$ cat src/rtl/mc_cpu_pkg.sv
// Shared types and constants for the multi-cycle MIPS-subset core:
// FSM states, opcode/funct encodings and the ALU operation set.
package mc_cpu_pkg;

   localparam int WORD_W = 32;

   typedef enum logic [2:0] {
      S_FETCH,
      S_DECODE,
      S_EXEC,
      S_MEM,
      S_WB,
      S_HALT
   } state_t;

   typedef enum logic [2:0] {
      ALU_ADD,
      ALU_SUB,
      ALU_AND,
      ALU_OR,
      ALU_SLT
   } alu_op_t;

   localparam logic [5:0] OP_RTYPE = 6'h00;
   localparam logic [5:0] OP_ADDI  = 6'h08;
   localparam logic [5:0] OP_LW    = 6'h23;
   localparam logic [5:0] OP_SW    = 6'h2B;
   localparam logic [5:0] OP_BEQ   = 6'h04;
   localparam logic [5:0] OP_BNE   = 6'h05;
   localparam logic [5:0] OP_J     = 6'h02;

   localparam logic [5:0] FN_ADD = 6'h20;
   localparam logic [5:0] FN_SUB = 6'h22;
   localparam logic [5:0] FN_AND = 6'h24;
   localparam logic [5:0] FN_OR  = 6'h25;
   localparam logic [5:0] FN_SLT = 6'h2A;

   function automatic logic [WORD_W-1:0] sext16(input logic [15:0] imm);
      return {{(WORD_W-16){imm[15]}}, imm};
   endfunction

endpackage

$ cat src/rtl/mc_reg_file.sv
// General-purpose register file: two combinational read ports, one
// synchronous write port, register 0 hardwired to zero.
module mc_reg_file
   import mc_cpu_pkg::*;
#(
   parameter int RF_DEPTH = 32,
   parameter int AW       = $clog2(RF_DEPTH)
)(
   input  logic              clk_i,
   input  logic              rst_i,
   input  logic [AW-1:0]     ra1,
   input  logic [AW-1:0]     ra2,
   output logic [WORD_W-1:0] rd1,
   output logic [WORD_W-1:0] rd2,
   input  logic              we,
   input  logic [AW-1:0]     wa,
   input  logic [WORD_W-1:0] wd
);

   logic [WORD_W-1:0] regs [RF_DEPTH];

   always_ff @(posedge clk_i or posedge rst_i) begin
      if (rst_i) begin
         for (int i = 0; i < RF_DEPTH; i++) regs[i] <= '0;
      end else if (we && (wa != '0)) begin
         regs[wa] <= wd;
      end
   end

   assign rd1 = (ra1 == '0) ? '0 : regs[ra1];
   assign rd2 = (ra2 == '0) ? '0 : regs[ra2];

endmodule

$ cat src/rtl/multi_cycle_cpu.sv
// Multi-cycle MIPS-subset core sharing one req/ready memory port for fetch and data.
// Define PERF_CNT_EN to add cycle, retired-instruction and stall counters.
module multi_cycle_cpu
   import mc_cpu_pkg::*;
#(
   parameter logic [WORD_W-1:0] RESET_PC = 32'h0000_0000,
   parameter int                RF_DEPTH = 32,
   parameter int                MAX_WAIT = 0
)(
   input  logic              clk_i,
   input  logic              rst_i,
   output logic              mem_req_o,
   output logic              mem_we_o,
   output logic [WORD_W-1:0] mem_addr_o,
   output logic [WORD_W-1:0] mem_wdata_o,
   input  logic [WORD_W-1:0] mem_rdata_i,
   input  logic              mem_ready_i,
   output logic [WORD_W-1:0] pc_o,
   output logic              halt_o,
   output logic              retire_o
`ifdef PERF_CNT_EN
   ,
   output logic [31:0]       cyc_cnt_o,
   output logic [31:0]       instret_o,
   output logic [31:0]       stall_cnt_o
`endif
);

   localparam int AW = $clog2(RF_DEPTH);

   state_t                   state, state_nxt;
   alu_op_t                  alu_op;
   logic [WORD_W-1:0]        pc, pc_nxt, pc4, ir, a_r, b_r, alu_r, mdr;
   logic [WORD_W-1:0]        alu_res, sext, rd1, rd2, wb_data;
   logic signed [WORD_W-1:0] op_a, op_b;
   logic [5:0]               op, funct;
   logic [AW-1:0]            wb_addr;
   logic [31:0]              wait_cnt;
   logic                     legal, taken, xfer, stall, timeout;
   logic                     retire_nxt, rf_we, mem_start;

   assign op      = ir[31:26];
   assign funct   = ir[5:0];
   assign sext    = sext16(ir[15:0]);
   assign xfer    = mem_req_o & mem_ready_i;
   assign stall   = mem_req_o & ~mem_ready_i;
   assign timeout = (MAX_WAIT != 0) && stall && (wait_cnt >= 32'(MAX_WAIT));
   assign pc_o    = pc;
   assign halt_o  = (state == S_HALT);

   mc_reg_file #(.RF_DEPTH(RF_DEPTH), .AW(AW)) u_rf (
      .clk_i (clk_i),
      .rst_i (rst_i),
      .ra1   (ir[21 +: AW]),
      .ra2   (ir[16 +: AW]),
      .rd1   (rd1),
      .rd2   (rd2),
      .we    (rf_we),
      .wa    (wb_addr),
      .wd    (wb_data)
   );

   always_comb begin
      alu_op = ALU_ADD;
      legal  = 1'b1;
      case (op)
         OP_RTYPE: begin
            case (funct)
               FN_ADD:  alu_op = ALU_ADD;
               FN_SUB:  alu_op = ALU_SUB;
               FN_AND:  alu_op = ALU_AND;
               FN_OR:   alu_op = ALU_OR;
               FN_SLT:  alu_op = ALU_SLT;
               default: legal  = 1'b0;
            endcase
         end
         OP_ADDI, OP_LW, OP_SW, OP_BEQ, OP_BNE, OP_J: alu_op = ALU_ADD;
         default: legal = 1'b0;
      endcase
   end

   // Inline ALU; immediate forms take the sign-extended imm16 as operand B
   assign op_a = a_r;
   assign op_b = (op == OP_RTYPE) ? b_r : sext;

   always_comb begin
      alu_res = '0;
      case (alu_op)
         ALU_ADD: alu_res = op_a + op_b;
         ALU_SUB: alu_res = op_a - op_b;
         ALU_AND: alu_res = op_a & op_b;
         ALU_OR:  alu_res = op_a | op_b;
         ALU_SLT: alu_res = {{(WORD_W-1){1'b0}}, (op_a < op_b)};
         default: alu_res = '0;
      endcase
   end

   assign taken   = (op == OP_BEQ) ? (a_r == b_r) : (a_r != b_r);
   assign wb_addr = (op == OP_RTYPE) ? ir[11 +: AW] : ir[16 +: AW];
   assign wb_data = (op == OP_LW) ? mdr : alu_r;

   always_ff @(posedge clk_i or posedge rst_i) begin
      if (rst_i) state <= S_FETCH;
      else       state <= state_nxt;
   end

   always_comb begin
      state_nxt  = state;
      pc_nxt     = pc;
      retire_nxt = 1'b0;
      rf_we      = 1'b0;
      case (state)
         S_FETCH: begin
            if (timeout)   state_nxt = S_HALT;
            else if (xfer) state_nxt = S_DECODE;
         end
         S_DECODE: begin
            if (!legal) begin
               state_nxt = S_HALT;
            end else if (op == OP_J) begin
               pc_nxt     = {pc4[WORD_W-1:28], ir[25:0], 2'b00};
               retire_nxt = 1'b1;
               state_nxt  = S_FETCH;
            end else begin
               state_nxt = S_EXEC;
            end
         end
         S_EXEC: begin
            if (op == OP_BEQ || op == OP_BNE) begin
               pc_nxt     = taken ? pc4 + (sext << 2) : pc4;
               retire_nxt = 1'b1;
               state_nxt  = S_FETCH;
            end else if (op == OP_LW || op == OP_SW) begin
               state_nxt = S_MEM;
            end else begin
               state_nxt = S_WB;
            end
         end
         S_MEM: begin
            if (timeout) begin
               state_nxt = S_HALT;
            end else if (xfer) begin
               if (op == OP_SW) begin
                  pc_nxt     = pc4;
                  retire_nxt = 1'b1;
                  state_nxt  = S_FETCH;
               end else begin
                  state_nxt = S_WB;
               end
            end
         end
         S_WB: begin
            rf_we      = 1'b1;
            pc_nxt     = pc4;
            retire_nxt = 1'b1;
            state_nxt  = S_FETCH;
         end
         S_HALT:  state_nxt = S_HALT;
         default: state_nxt = S_HALT;
      endcase
   end

   // A new request is launched on entry to FETCH/MEM, or out of the idle reset cycle
   assign mem_start = ((state_nxt == S_FETCH) || (state_nxt == S_MEM)) &&
                      ((state_nxt != state) || !mem_req_o);

   always_ff @(posedge clk_i or posedge rst_i) begin
      if (rst_i) begin
         pc          <= RESET_PC;
         ir          <= '0;
         retire_o    <= 1'b0;
         wait_cnt    <= '0;
         mem_req_o   <= 1'b0;
         mem_we_o    <= 1'b0;
         mem_addr_o  <= '0;
         mem_wdata_o <= '0;
      end else begin
         pc       <= pc_nxt;
         retire_o <= retire_nxt;
         wait_cnt <= stall ? wait_cnt + 32'd1 : '0;
         if (state == S_FETCH && xfer) ir <= mem_rdata_i;
         if (mem_start) begin
            mem_req_o <= 1'b1;
            if (state_nxt == S_MEM) begin
               mem_we_o    <= (op == OP_SW);
               mem_addr_o  <= {alu_res[WORD_W-1:2], 2'b00};
               mem_wdata_o <= b_r;
            end else begin
               mem_we_o    <= 1'b0;
               mem_addr_o  <= {pc_nxt[WORD_W-1:2], 2'b00};
            end
         end else if (xfer || state_nxt == S_HALT) begin
            mem_req_o <= 1'b0;
            mem_we_o  <= 1'b0;
         end
      end
   end

   // Datapath holding registers, only meaningful once their state has loaded them
   always_ff @(posedge clk_i) begin
      if (state == S_FETCH && xfer) pc4 <= pc + 32'd4;
      if (state == S_DECODE) begin
         a_r <= rd1;
         b_r <= rd2;
      end
      if (state == S_EXEC) alu_r <= alu_res;
      if (state == S_MEM && xfer) mdr <= mem_rdata_i;
   end

`ifdef PERF_CNT_EN
   always_ff @(posedge clk_i or posedge rst_i) begin
      if (rst_i) begin
         cyc_cnt_o   <= '0;
         instret_o   <= '0;
         stall_cnt_o <= '0;
      end else if (state != S_HALT) begin
         cyc_cnt_o <= cyc_cnt_o + 32'd1;
         if (retire_o) instret_o   <= instret_o + 32'd1;
         if (stall)    stall_cnt_o <= stall_cnt_o + 32'd1;
      end
   end
`endif

endmodule

$ cat config.mk
export PLATFORM = sky130hd
export DESIGN_NAME = multi_cycle_cpu
export DESIGN_NICKNAME = d
export VERILOG_FILES = /design/src/rtl/mc_cpu_pkg.sv /design/src/rtl/mc_reg_file.sv /design/src/rtl/multi_cycle_cpu.sv
export SDC_FILE = /design/constraint.sdc
export NUM_CORES = 2
export LEC_CHECK = 0
export CORE_MARGIN = 4
export CORE_UTILIZATION = 55
export CTS_CLUSTER_DIAMETER = 80
export DETAILED_ROUTE_END_ITERATION = 7
export PLACE_DENSITY_LB_ADDON = 0.08
export SETUP_SLACK_MARGIN = 0.1
export SLEW_MARGIN = 10
export SYNTH_ARGS = -nofsm -noshare
export SYNTH_HDL_FRONTEND = slang
export SYNTH_SLANG_ARGS = --single-unit
export TNS_END_PERCENT = 10
$ cat constraint.sdc
create_clock -name clk_i -period 47.8 [get_ports clk_i]
set_input_delay 4.78 -clock clk_i [delete_from_list [all_inputs] [get_ports clk_i]]
set_output_delay 4.78 -clock clk_i [all_outputs]
set_load 0.01 [all_outputs]
# Word level (Yosys, flattened, before mapping)
# Cells that the tools add are included.
# classes
addsub	4
n_lt_le_gt_ge	5
eq_ne	30
mux	45
n_bitwise	6
reduce_logical	24
# ops
operator	n
bitwise mux 1024 bit	1
2-to-1 mux 32 bit	14
binary-select mux 32 bit (select 5 bit)	2
demux 32 bit (select 5 bit)	1
case mux 32 bit (5 select lines)	1
case mux 32 bit (4 select lines)	1
adder 32 bit	2
equality test 6 bit (second input constant)	7
adder 32 x 3 -> 32 bit (second input constant)	1
bitwise AND 32 bit	1
equality test 32 bit	1
< comparator 32 bit	1
!= test 32 bit	1
bitwise OR 32 bit	1
subtractor 32 bit	1
2-to-1 mux 3 bit	7
greater-or-equal comparator 6 bit (second input constant)	3
inverter 5 -> 6 bit	3
equality test 3 x 2 -> 1 bit (second input constant)	5
case mux 3 bit (5 select lines)	1
equality test 3 bit (second input constant)	4
equality test 6 x 3 -> 1 bit (second input constant)	2
2-to-1 mux 1 bit	12
case mux 3 bit (4 select lines)	1
other kinds (24)	40
# totals
ff_bits	1318
inputBits	35
out_inout_bits	100
wordCells	160

# Depth between registers and ports, before layout
# depth
word_depth	10
mapped_depth	21
ltp_nobuf	16

# By module
# From an unflattened synthesis, not the netlist that was laid out.
# hier_totals
hier_cells	5624
area_unflattened_um2	73695.7
# by_module_without_submodules
module	n_inst	cells_per_inst	area_each_um2	seq_area_each_um2
mc_reg_file	1	3614	54743.8	25624.6
multi_cycle_cpu	1	2010	18951.9	8107.8

# Least setup slack after synthesis
# Ideal clock, no wire load.
# synth_timing
path_kind	input-to-reg
startpoint	in mem_ready_i
endpoint	reg mem_req_o
setup_time_ns	0.143
arrival_ns	7.213
t_required_ns	47.657
path_slack_ns	40.444
cell_stages	10
cell_sequence	nand3_1 or2_2 inv_1 a21oi_1 o221ai_1 or3b_1 clkbuf_1 clkbuf_1 clkbuf_1 o21ai_0
# synth_between
elab_chain_len	7
elab_cells_between_ends	14
classes_between	eq/ne (3); mux (4); bitwise (1); reduce/logical (6)
# synth_lines
item	line	source
start: declaration	multi_cycle_cpu.sv:17	input logic mem_ready_i,
bitwise AND 1 bit (*)	multi_cycle_cpu.sv:45	assign xfer = mem_req_o & mem_ready_i;
2-to-1 mux 3 bit (on tied branches)	multi_cycle_cpu.sv:142, multi_cycle_cpu.sv:115	
case mux 3 bit (5 select lines) (*)	multi_cycle_cpu.sv:112	case (state)
named net state_nxt[2]	multi_cycle_cpu.sv:31	state_t state, state_nxt;
equality test 3 x 2 -> 1 bit (tied with other cells)	multi_cycle_cpu.sv:164	assign mem_start = ((state_nxt == S_FETCH) || (state_nxt == S_MEM)) &&
logical OR 1 bit (on tied branches)	multi_cycle_cpu.sv:164, multi_cycle_cpu.sv:165	
logical AND 1 bit	multi_cycle_cpu.sv:164	
2-to-1 mux 1 bit or nonzero test 2 bit (tied branches)	--	
end signal: assignment	multi_cycle_cpu.sv:173	mem_req_o <= 1'b0;
end signal: assignment	multi_cycle_cpu.sv:183	mem_req_o <= 1'b1;
end signal: assignment	multi_cycle_cpu.sv:193	mem_req_o <= 1'b0;
end: declaration	multi_cycle_cpu.sv:12	output logic mem_req_o,
# The timed path passes the listed nets; every way through them passes the cells marked *.
# A chain may end at the register's enable or synchronous reset.

# Final worst setup path
# layout_timing
startpoint	in mem_ready_i
endpoint	reg mem_wdata_o[31]
# layout_between
elab_chain_len	7
elab_cells_between_ends	11
classes_between	eq/ne (2); mux (3); bitwise (1); reduce/logical (5)
# layout_lines
item	line	source
bitwise AND 1 bit (*)	multi_cycle_cpu.sv:45	
2-to-1 mux 3 bit (on tied branches)	multi_cycle_cpu.sv:142, multi_cycle_cpu.sv:115	
case mux 3 bit (5 select lines) (*)	multi_cycle_cpu.sv:112	
named net state_nxt[2]	multi_cycle_cpu.sv:31	
equality test 3 x 2 -> 1 bit (tied with other cells)	multi_cycle_cpu.sv:164, multi_cycle_cpu.sv:184	
logical OR 1 bit (on tied branches)	multi_cycle_cpu.sv:164, multi_cycle_cpu.sv:165	
logical AND 1 bit	multi_cycle_cpu.sv:164	
AND reduction 2 bit (no source line) (*)	--	
end signal: assignment	multi_cycle_cpu.sv:187	mem_wdata_o <= b_r;
end: declaration	multi_cycle_cpu.sv:15	output logic [WORD_W-1:0] mem_wdata_o,
# Marks and branches as above.

==> impl_metrics.csv <==
group,metric,value,unit
outcome,status,"finished, final reports clean",
timing,slew_viol_final,0,
yosys,synth_area,0.07098,mm2
clock_tree,numClockSinks,1316,
worst_setup_path,crit_type,"in2reg",
layout,final_cell_area,0.07834,mm2
timing,rsz0062_at_grt,"no",
grt,grt_max_degree,106,
clock_tree,clkTransAtPathRegs,0.05,ns
drt,drc,0,
worst_setup_path,worstPathRequired,48.45,ns
place,dp_hpwl,149.2,mm
yosys,synth-async-reset-ratio,0.8784,
place,dp.cells,7814,
drt,drt_first_iter_violations,6911,
timing,min_period,8.072,ns
drt,viasPerCell,6.772,
clock_tree,clk_path_buf_depth,3,
timing,layout_worst_path_cycle_share,0.1689,
timing,relSlewSlack,0.1453,
grt,grt_pass1_wl,361.5,mm
layout,finalNonFillerCells,8074,
yosys,synth_area_per_cell,10.92,um2
yosys,synthFlopType,"dfrtp_1",
layout,layout.nets,6475,
drt,avgRoutedWirePerCell,30.54,um
job,drv_cap,0,
worst_setup_path,crit_path_start,"mem_ready_i",
min_path,hold_class,"reg2reg",
die,die_w,367.2,um
clock_tree,clk_latency,0.79,ns
drt,ant_nets,0,
die,start_util,0.5552,
yosys,synth_cell_types,87,
layout,seq_area,0.03377,mm2
worst_setup_path,r2r-start,"ir[29]$_DFFE_PP0P_",
layout,area_growth,10.37,%
worst_setup_path,rr_endpoint,"mem_addr_o[29]$_DFFE_PP0P_",
place,gp_congestion,0.9780,
worst_setup_path,r2r_cells,17,
yosys,ys_seq_elements,1316,
worst_setup_path,crit_fanout,56,
timing,fin_skew,0.03652,ns
clock_tree,cts_tree,"built",
yosys,synth_cells,6497,
die,die_h,367.2,um
yosys,synth_edf_count,160,
grt,antenna_found_initial,6,
grt,overflow,0,
worst_setup_path,end_kind,"flip-flop",
layout,multi_input_area,0.03479,mm2
worst_setup_path,r2r_slack,40.76,ns
grt,track_usage,0.3643,
timing,whs,0.3985,ns
die,rows,131,
timing,final-hold-violation-count,0,
die,coreArea,0.1278,mm2
grt,grt_pass1_vias,52620,
clock_tree,cts_setup_buffers,0,
power_and_ir_drop,peakVddDrop,0.04138,mV
power_and_ir_drop,leakage,33.36,nW
layout,final_layout_size_suffix_gt1_frac,0.1680,
timing,worstMarginPinSlew,1.255,ns
power_and_ir_drop,p_per_area,44.20,mW/mm2
clock_tree,numCtsBuffers,146,
worst_setup_path,critPathCapture,"mem_wdata_o[31]$_DFFE_PP0P_",
die,die-area,0.1349,mm2
clock_tree,cts_root_buf,"clkbuf_16",
clock_tree,postCtsHoldBufs,0,
clock_tree,h-tree-depth,4,
yosys,ys_seq_area_frac,0.4752,
place,place_area,0.07353,mm2
drt,vias,54670,
die,ios,135,
place,port-buffer-count,132,
timing,setup-tns-final,0,ns
timing,fmax,0.1239,GHz
yosys,ys.warnings.count,0,
layout,nFillCells,10480,
drt,routed_wl,246.6,mm
timing,finalSetupViolCount,0,
clock_tree,post_cts_resized,0,
worst_setup_path,crit_path_start_kind,"primary input",
worst_setup_path,arrival,8.72,ns
drt,drtPass1Iterations,8,
-- cell families after synthesis --
kind of cell               synth area share
AOI/OAI and AO/OA                    0.1406
and+or+nand+nor                     0.09463
DFF                                  0.4752
muxes                                0.2092
buffers and inverters               0.04109
adders and majority gates           0.02500
xor gates and xnor gates            0.01419
other                            0.00005283
-- state kept, by name (all words and copies together) (netlist names) --
register and cells:
alu_r 32, pc4 32, a_r 32, ir 32, mem_we_o 1, mem_addr_o 30, u_rf.regs 1024, mem_wdata_o 32
mem_req_o 1, state 3, pc_o 32, mdr 32, b_r 32, retire_o 1
-- stage by stage --
step	power (mW)	util	worst slack [ns]
after floorplan	1.976	-	10.46
after detailed placement	2.329	0.5752	38.98
final	3.463	0.6128	39.73
after global placement	2.314	0.5752	39.04
after global routing	3.593	0.6127	39.49
after CTS	3.456	0.6127	39.79
-- placed cells by master (no fill, tap or decap), types with 52 or more instances in the layout --
| master | count |
|---|---|
| a21oi_1 | 731 |
| buf_4 | 129 |
| clkbuf_16 | 151 |
| clkdlybuf4s50_1 | 132 |
| dfrtp_1 | 1145 |
| edfxtp_1 | 160 |
| ha_1 | 137 |
| inv_1 | 130 |
| mux2_2 | 122 |
| mux2i_1 | 203 |
| mux4_2 | 484 |
| nand2_1 | 567 |
| nor2_1 | 748 |
| o21ai_0 | 487 |
| o22ai_1 | 80 |
| xnor2_1 | 52 |
| xor2_1 | 62 |
-- how the worst min path moves through the flow --
| stage | from | to | slack [ns] | cells past startpoint |
|---|---|---|---|---|
| final | u_rf.regs[992]$_DFFE_PP0P_ | u_rf.regs[992]$_DFFE_PP0P_ | 0.40 | 0 |
| after global routing | u_rf.regs[998]$_DFFE_PP0P_ | u_rf.regs[998]$_DFFE_PP0P_ | 0.41 | 0 |
| after CTS | u_rf.regs[1008]$_DFFE_PP0P_ | u_rf.regs[1008]$_DFFE_PP0P_ | 0.40 | 0 |
| after detailed placement | u_rf.regs[1008]$_DFFE_PP0P_ | u_rf.regs[1008]$_DFFE_PP0P_ | 0.39 | 0 |
| after global placement | u_rf.regs[1015]$_DFFE_PP0P_ | u_rf.regs[1015]$_DFFE_PP0P_ | 0.38 | 0 |
| after floorplan | u_rf.regs[1015]$_DFFE_PP0P_ | u_rf.regs[1015]$_DFFE_PP0P_ | 0.44 | 1 |
-- power breakdown --
part / switching [mW] / leakage [nW] / internal (mW)
Combinational: 0.546 / 13.6 / 0.389
Sequential: 0.137 / 17.4 / 1.26
Clock: 0.475 / 2.36 / 0.661
-- worst max-delay path: stages --
cell	delay (ns)
clkdlybuf4s50_1	0.56
nand3_1	0.15
or2_2	0.35
inv_1	0.06
buf_4	0.42
a21oi_1	0.09
o221ai_1	0.27
or3b_2	0.16
buf_4	0.45
or2_2	0.91
mux2_2	0.42
-- area by class of cell --
cell class,count,share of cell area
antenna,1,0.00003194
clock buffer,212,0.05461
clock inverter,47,0.006740
inverter,132,0.006436
multi-input combinational,4438,0.4441
sequential,1316,0.4311
tap,1662,0.02654
timing repair buffer,266,0.03051
-- per-layer routing --
layer	global-route usage	wire length, um	up-vias
met5	0	31	-
met3	0.07635	24920	668
met1	0.5100	98060	27690
met4	0.1764	14290	4
li1	-	-	23300
met2	0.5481	109300	3015
-- Yosys cell counts (43+ instances only) --
| library cell | count | share of area |
|---|---|---|
| nor2_1 | 750 | 0.040 |
| o21ai_0 | 488 | 0.034 |
| nand2_1 | 574 | 0.030 |
| nor3_1 | 50 | 0.0035 |
| mux4_2 | 484 | 0.15 |
| xnor2_1 | 53 | 0.0065 |
| dfrtp_1 | 1156 | 0.41 |
| buf_1 | 88 | 0.0047 |
| a21oi_1 | 731 | 0.052 |
| clkbuf_1 | 446 | 0.024 |
| a221oi_1 | 43 | 0.0053 |
| xor2_1 | 62 | 0.0077 |
| mux2i_1 | 235 | 0.033 |
| inv_1 | 132 | 0.0070 |
| o22ai_1 | 80 | 0.0071 |
| mux2_2 | 122 | 0.019 |
| edfxtp_1 | 160 | 0.068 |
| buf_2 | 72 | 0.0051 |
| ha_1 | 137 | 0.024 |
Note: power is estimated with default switching activity, not from simulation.
